[src/rtl/pipeline_exec_ctrl.sv]
// rtl/pipeline_exec_ctrl.sv - run/step/halt sequencer driving MIPS pipeline and PC enables.
// Enables are decoded from registered state only, so commands take effect one cycle after sampling.
module pipeline_exec_ctrl #(
   parameter int CYCLE_BITS   = 32,
   parameter int DRAIN_CYCLES = 4
) (
   input  logic                  i_clk,
   input  logic                  i_rst_n,
   input  logic                  i_run,
   input  logic                  i_step,
   input  logic                  i_abort,
   input  logic                  i_clear,
   input  logic                  i_halt_fetched,
   output logic                  o_pipe_en,
   output logic                  o_pc_en,
   output logic                  o_busy,
   output logic                  o_done,
   output logic                  o_halted,
   output logic [CYCLE_BITS-1:0] o_cycle_cnt,
   output logic [2:0]            o_state
);

   typedef enum logic [2:0] {
      ST_IDLE  = 3'd0,
      ST_RUN   = 3'd1,
      ST_STEP  = 3'd2,
      ST_DRAIN = 3'd3,
      ST_DONE  = 3'd4
   } state_t;

   localparam logic [3:0] DRAIN_LOAD = 4'(DRAIN_CYCLES);

   state_t                  state_q, state_d;
   logic                    halt_seen_q, halt_seen_d;
   logic [3:0]              drain_cnt_q, drain_cnt_d;
   logic [CYCLE_BITS-1:0]   cycle_cnt_q, cycle_cnt_d;
   logic                    done_q, done_d;
   logic                    pipe_en;

   assign pipe_en = (state_q == ST_RUN) || (state_q == ST_STEP) || (state_q == ST_DRAIN);

   always_ff @(posedge i_clk or negedge i_rst_n) begin
      if (!i_rst_n) begin
         state_q     <= ST_IDLE;
         halt_seen_q <= 1'b0;
         drain_cnt_q <= 4'd0;
         cycle_cnt_q <= '0;
         done_q      <= 1'b0;
      end else begin
         state_q     <= state_d;
         halt_seen_q <= halt_seen_d;
         drain_cnt_q <= drain_cnt_d;
         cycle_cnt_q <= cycle_cnt_d;
         done_q      <= done_d;
      end
   end

   always_comb begin
      state_d     = state_q;
      halt_seen_d = halt_seen_q;
      drain_cnt_d = drain_cnt_q;
      cycle_cnt_d = cycle_cnt_q;
      if (pipe_en && !(&cycle_cnt_q)) begin
         cycle_cnt_d = cycle_cnt_q + CYCLE_BITS'(1);
      end

      if (i_abort) begin
         // Abort keeps count and halt tracking so a later run finishes the drain.
         state_d = ST_IDLE;
      end else begin
         case (state_q)
            ST_IDLE: begin
               if (i_clear) begin
                  cycle_cnt_d = '0;
                  halt_seen_d = 1'b0;
                  drain_cnt_d = 4'd0;
               end else if (i_run) begin
                  if (halt_seen_q) begin
                     state_d     = ST_DRAIN;
                     drain_cnt_d = DRAIN_LOAD;
                  end else begin
                     state_d = ST_RUN;
                  end
               end else if (i_step) begin
                  state_d = ST_STEP;
               end
            end
            ST_RUN: begin
               if (i_halt_fetched) begin
                  state_d     = ST_DRAIN;
                  drain_cnt_d = DRAIN_LOAD;
                  halt_seen_d = 1'b1;
               end
            end
            ST_STEP: begin
               state_d = ST_IDLE;
               if (!halt_seen_q && i_halt_fetched) begin
                  halt_seen_d = 1'b1;
                  drain_cnt_d = DRAIN_LOAD;
               end else if (halt_seen_q) begin
                  drain_cnt_d = (drain_cnt_q != 4'd0) ? drain_cnt_q - 4'd1 : 4'd0;
                  if (drain_cnt_q <= 4'd1) begin
                     state_d = ST_DONE;
                  end
               end
            end
            ST_DRAIN: begin
               drain_cnt_d = (drain_cnt_q != 4'd0) ? drain_cnt_q - 4'd1 : 4'd0;
               if (drain_cnt_q <= 4'd1) begin
                  state_d = ST_DONE;
               end
            end
            ST_DONE: begin
               if (i_clear) begin
                  state_d     = ST_IDLE;
                  cycle_cnt_d = '0;
                  halt_seen_d = 1'b0;
                  drain_cnt_d = 4'd0;
               end
            end
            default: state_d = ST_IDLE;
         endcase
      end

      done_d = (state_d == ST_DONE) && (state_q != ST_DONE);
   end

   assign o_pipe_en   = pipe_en;
   assign o_pc_en     = (state_q == ST_RUN) || ((state_q == ST_STEP) && !halt_seen_q);
   assign o_busy      = pipe_en;
   assign o_done      = done_q;
   assign o_halted    = (state_q == ST_DONE);
   assign o_cycle_cnt = cycle_cnt_q;
   assign o_state     = state_q;

endmodule

[config.mk]
export PLATFORM = sky130hd
export DESIGN_NAME = pipeline_exec_ctrl
export DESIGN_NICKNAME = d
export VERILOG_FILES = /design/src/rtl/pipeline_exec_ctrl.sv
export SDC_FILE = /design/constraint.sdc
export NUM_CORES = 1
export LEC_CHECK = 0
export ABC_AREA = 1
export ABC_CLOCK_PERIOD_IN_PS = 2000
export BUFFER_PORTS_ARGS = -buffer_cell sky130_fd_sc_hd__buf_2
export CAP_MARGIN = 5
export CELL_PAD_IN_SITES_DETAIL_PLACEMENT = 0
export CELL_PAD_IN_SITES_GLOBAL_PLACEMENT = 1
export CORE_AREA = 2 2 89 91
export DETAILED_ROUTE_END_ITERATION = 10
export DIE_AREA = 0 0 91 93
export GPL_ROUTABILITY_DRIVEN = 0
export PLACE_DENSITY = 0.81
export SYNTH_ARGS = -nofsm -noshare
export SYNTH_HDL_FRONTEND = slang
export SYNTH_SLANG_ARGS = --single-unit
[constraint.sdc]
create_clock -name i_clk -period 2 [get_ports i_clk]
set_input_delay 0.2 -clock i_clk [delete_from_list [all_inputs] [get_ports i_clk]]
set_output_delay 0.2 -clock i_clk [all_outputs]
set_load 0.005 [all_outputs]
# Yosys cells after proc, flatten, opt, wreduce, memory -nomap -nowiden
# Cells that the tools add are included.
op_classes:
  add_sub_neg: 2
  n_lt_le_gt_ge: 1
  n_eq_ne: 13
  n_mux: 29
  n_bitwise: 1
  reduce_logical: 17
ops:
  columns: ["cell", "count"]
  rows:
  - ["$mux W32", 4]
  - ["$add A32 B1 Y32 const B", 1]
  - ["$mux W4", 8]
  - ["$reduce_and A32 Y1", 1]
  - ["$mux W3", 10]
  - ["$pmux W4 S5", 1]
  - ["$pmux W3 S5", 1]
  - ["$ne A3 B3 Y1 const B", 3]
  - ["$reduce_and A7 Y1", 1]
  - ["$eq A3 B2 Y1 const B", 2]
  - ["$eq A3 B3 Y1 const B", 2]
  - ["$reduce_and A5 Y1", 1]
  - ["$reduce_bool A5 Y1", 1]
  - ["$le A4 B1 Y1 const B", 1]
  - ["$logic_and A1 B1 Y1", 4]
  - ["$ne A2 B1 Y1 const B", 2]
  - ["$ne A2 B2 Y1 const B", 2]
  - ["$reduce_bool A4 Y1", 1]
  - ["$sub A4 B1 Y4 const B", 1]
  - ["$eq A3 B1 Y1 const B", 1]
  - ["$logic_not A3 Y1", 1]
  - ["$logic_or A1 B1 Y1", 3]
  - ["$mux W1", 3]
  - ["$ne A3 B2 Y1 const B", 1]
  - ["6 further kinds", 7]
word_totals:
  regBits: 41
  in_bits: 7
  elab_cells: 68

# Depth between registers and ports, before layout
logic_depth:
  word_depth: 8
  mapped_depth: 12
  ltp_nobuf: 12

# Least setup slack after synthesis
# OpenSTA, ideal clock, no wires.
synth_timing:
  path_kind: "flip-flop to flip-flop"
  startpoint: "register cycle_cnt_q[0] (netlist: o_cycle_cnt[0])"
  endpoint: "register cycle_cnt_q[2] (netlist: o_cycle_cnt[2])"
  setup_ps: 119
  arrival_ps: 1533
  slack_ps: 348
  stages_incl_launch_ff: 12
  path_buffers: 1
  synth_period_minus_slack_ps: 1652
  cell_sequence: "dfrtp_1 -> ha_1 -> inv_1 -> nor2_2 -> nand2_4 -> nor2_8 -> nand2_4 -> nand2_2 -> inv_2 -> buf_6 -> a21oi_1 -> nor2_1"
synth_between:
  elab_chain_cells: 7
synth_rtl:
  columns: ["item", "line", "source"]
  rows:
  - ["from (decl)", "36", "logic [CYCLE_BITS-1:0] cycle_cnt_q, cycle_cnt_d;"]
  - ["from (signal assigned)", "53", "cycle_cnt_q <= cycle_cnt_d;"]
  - ["parallel branches: the longest is 3 deep, another holds $add A32 B1 Y32", null, null]
  - ["$mux W32 (*)", "63", "if (pipe_en && !(&cycle_cnt_q)) begin"]
  - ["$mux W32", "73, 114", null]
  - ["$mux W32", null, null]
  - ["$mux W32 (*)", "67", "if (i_abort) begin"]
  - ["via cycle_cnt_d[2]", "36", null]
# Mark *: on every way through the listed nets, which the timed path passes.
# A chain may end at the register's enable or synchronous reset.

# Final worst setup path
layout_timing:
  startpoint: "register cycle_cnt_q[0] (netlist: o_cycle_cnt[0])"
  endpoint: "register cycle_cnt_q[3] (netlist: o_cycle_cnt[3])"
# Same word-level chain as after synthesis.

==> metrics.md <==
| Metric | Value |
|---|---|
| # diodes | `0` |
| Register area share after synthesis | `between 30% and 40%` |
| Gate power share | `between 20% and 30%` |
| Io pins | `between 40 and 50` |
| Worst path depth | `11` |
| F_max | `between 500 and 600 MHz` |
| Via count of the first global-routing pass | `between 2,000 and 3,000` |
| Initial DRC Count | `149` |
| Fin. Hold Viols | `0` |
| LEAKAGE | `approximately 1.8 nW` |
| Final setup viols | `0` |
| R2r worst-path depth | `11` |
| Drt wl/cell | `approximately 13 µm` |
| Final Non-Filler Cells | `612` |
| Slowest CP cell | `dfrtp_1` |
| Crit-path max cell delay | `390 ps` |
| Crit path max fanout | `16` |
| Worst Max-Slew Pin Slew | `~670 ps` |
| CTS tree | `built` |
| Crit path setup slack, layout | `around 190 ps` |
| Syn nets | `between 400 and 500` |
| Clock-pin slew on the worst setup and hold paths | `approximately 90 ps` |
| Initial antenna violation count | `0` |
| Syn Inst Count | `around 450` |
| DR vias | `around 3,000` |
| Pint | `between 1.5 and 2 mW` |
| Distinct cells, synth | `33` |
| EDFF count, synth | `0` |
| Setup crit end kind | `register` |
| Switching portion of total power | `between 30% and 40%` |
| HPWL after DPL | `6172 µm` |
| Final net count | `between 500 and 600` |
| Largest net degree at the start of global routing | `between 40 and 50` |
| GRT Resource Usage Total | `between 15 and 20%` |
| Clk buf depth | `2` |
| Overflow after GRT | `0` |
| Finished Core Util | `44.55%` |
| Rows | `32` |
| Asr flop ratio synth | `100.0%` |
| Clock Skew | `11.25 ps` |
| RR Endpoint | `o_cycle_cnt[3]$_DFF_PN0_` |
| DRC violations left | `0` |
| Crit path launch type | `register` |
| Reg-to-Reg Start | `o_cycle_cnt[0]$_DFF_PN0_` |
| Fin crit share | `around nine tenths` |
| Layout Area Growth over Synthesis | `18.01%` |
| Hold Crit Class | `input port to register` |
| Placement Setup Slack | `about 130 ps` |
| Synthesis-stage register bit count | `between 40 and 50` |
| Mapped cell area | `roughly 2800 µm²` |
| RSZ-0062 raised after global routing | `no` |
| Synth Flop Type | `dfrtp_1` |
| Cts bufs inserted | `5` |
| Final wirelength | `around 7900 µm` |
| Min cycle time layout | `roughly 1800 ps` |
| Hold slack | `174.0 ps` |
| Switching pwr | `0.8610 mW` |
| Setup crit end | `o_cycle_cnt[3]$_DFF_PN0_` |
| Worst path buffer plus inverter count | `2` |
| Starting density of the core | `around 38%` |
| H-tree level count | `2` |
| Classification of the worst setup path | `register to register` |
| Layout cells sized above 1 | `16.08%` |
| Status | `finished, final reports clean` |
| Core footprint | `between 7000 and 8000 µm²` |
| Vias per cell | `4.828` |
| YS warnings | `0` |
| Max-Cap Viols | `0` |
| Avg Cell Area, Syn | `approximately 6.3 µm²` |
| Clk_lat worst skew | `about 310 ps` |
| Most used cell, CP | `nand2_4` |
| CP Cell Sequence | `ha_1 > inv_1 > nor2_4 > nand2_4 > nor2_8 > nand2_4 > nand2_2 > buf_4 > o21bai_1 > nand2_1 > nor2_1` |
| Clk root buf | `clkbuf_8` |
| Setup TNS | `0 ps` |
| Clk pwr share | `between 20% and 30%` |
| Sequential fraction of design power | `a little over two fifths` |
| Port bufs | `46` |
| Max VDD drop | `roughly 0.32 mV` |
| Clk sinks | `between 40 and 50` |
| Die Span X | `91 µm` |
| Placed Instances | `between 600 and 700` |
| Critical path origin | `o_cycle_cnt[0]$_DFF_PN0_` |
| Reg2reg setup slack | `about 190 ps` |
| CP required | `2190 ps` |
| Die footprint | `8463 µm²` |
| Cell family with most CP delay | `simple AND/OR/NAND/NOR gates` |
| Headroom to the max-slew limit | `55.10%` |
| PD cells | `724.7 nW/µm²` |
| DR pass1 iterations | `4` |
| Die height | `93 µm` |
| Worst EP arrival | `2000 ps` |
| Area of the multi-input gates | `roughly 1500 µm²` |
| Final Max Slew Viols | `0` |
| First-pass GRT wire length | `around 13,000 µm` |
| Filler cell count | `about 860` |
| Sequential cell area | `a little over 1000 µm²` |
| Post-route ant nets | `0` |
==> layout make-up <==
type / count / area share [%]
tap: 102 / 3.806
clock buffer: 5 / 2.052
clock inverter: 2 / 1.045
multi-input combinational: 338 / 45.22
inverter: 67 / 7.500
timing repair buffer: 57 / 9.776
sequential: 41 / 30.60
==> cell families (layout without fill, tap and decap cells) <==
logic type	Yosys count	in the layout	synth area share [%]
xor gates and xnor gates	1	1	0.3083
buffers and inverters	75	131	10.70
and+or+nand+nor	306	306	46.32
AOI/OAI and AO/OA	30	30	6.121
DFF	41	41	36.11
adders and majority gates	1	1	0.4403
==> sequential cells by signal, summed over array words and instances, names as in the netlist <==
register and cells:
drain_cnt_q 4, o_done 1, o_state 3, halt_seen_q 1, o_cycle_cnt 32
==> routing by layer <==
layer	GRT usage [%]	share of wire (%)
met3	2.901	3.5
met4	6.566	1.7
met5	0	0
met2	33.64	48
met1	25.79	47
==> worst min-delay path: stages <==
cell and delay [ps]:
buf_2 80, inv_1 50, nand2_1 80, inv_1 40
==> synthesized netlist by cell type, types with 3 or more instances <==
master,count,area [µm²]
a21oi_1,7,35.03
buf_2,3,15.01
buf_4,3,22.52
dfrtp_1,41,1026
inv_1,65,244.0
nand2_1,138,518.0
nand2_2,3,18.77
nand3_1,36,180.2
nand4_1,10,62.56
nor2_1,98,367.9
nor2_2,5,31.28
nor3_1,6,30.03
o21ai_0,7,35.03
o21ai_1,6,30.03
o21bai_1,3,22.52
==> power groups by stage <==
| stage | logic, mW | clock network, mW | registers, mW |
|---|---|---|---|
| after CTS | 0.702 | 0.691 | 1.06 |
| after floorplan | 0.464 | 0 | 1.06 |
| after global routing | 0.806 | 0.729 | 1.08 |
| after global placement | 0.695 | 0 | 1.07 |
| final | 0.695 | 0.673 | 1.06 |
| after detailed placement | 0.699 | 0 | 1.08 |
==> layout by cell type (no fill, tap or decap), types with 2 or more instances in the layout <==
master,instances
nand2_1,138
nor2_1,98
inv_1,65
buf_2,46
dfrtp_1,41
nand3_1,36
nand4_1,10
buf_4,9
a21oi_1,7
o21ai_0,7
nor3_1,6
o21ai_1,6
clkbuf_8,5
nor2_2,4
nand2_2,3
o21bai_1,3
nor2_4,2
nand2_4,2
inv_2,2
nand3_2,2
nor3_2,2
a31oi_1,2
==> per-stage QoR <==
step / instance area [µm²] / total power, mW
finish: 3353 / 2.430
global route: 3353 / 2.620
CTS: 3348 / 2.458
detailed placement: 3234 / 1.779
global placement: 3234 / 1.770
floorplan: 2841 / 1.522
==> worst min-delay path by stage <==
stage,end,cells after the start,startpoint
3_5_place_dp,o_cycle_cnt[17]$_DFF_PN0_,2,i_rst_n
6_report,o_state[2]$_DFF_PN0_,4,i_abort
2_1_floorplan,drain_cnt_q[0]$_DFFE_PN0P_,0,i_rst_n
5_1_grt,o_state[1]$_DFF_PN0_,3,i_halt_fetched
4_1_cts,o_state[2]$_DFF_PN0_,4,i_abort
3_3_place_gp,o_cycle_cnt[18]$_DFF_PN0_,2,i_rst_n
==> repair_timing <==
item / CTS / global route
hold buffers: 1 / 0
buffers inserted: 0 / 0
gates resized for setup: 0 / 1
endpoints found under the setup margin: 0 / 12
endpoints found under the hold margin: 41 / 0
Note: power is estimated with default switching activity, not from simulation.
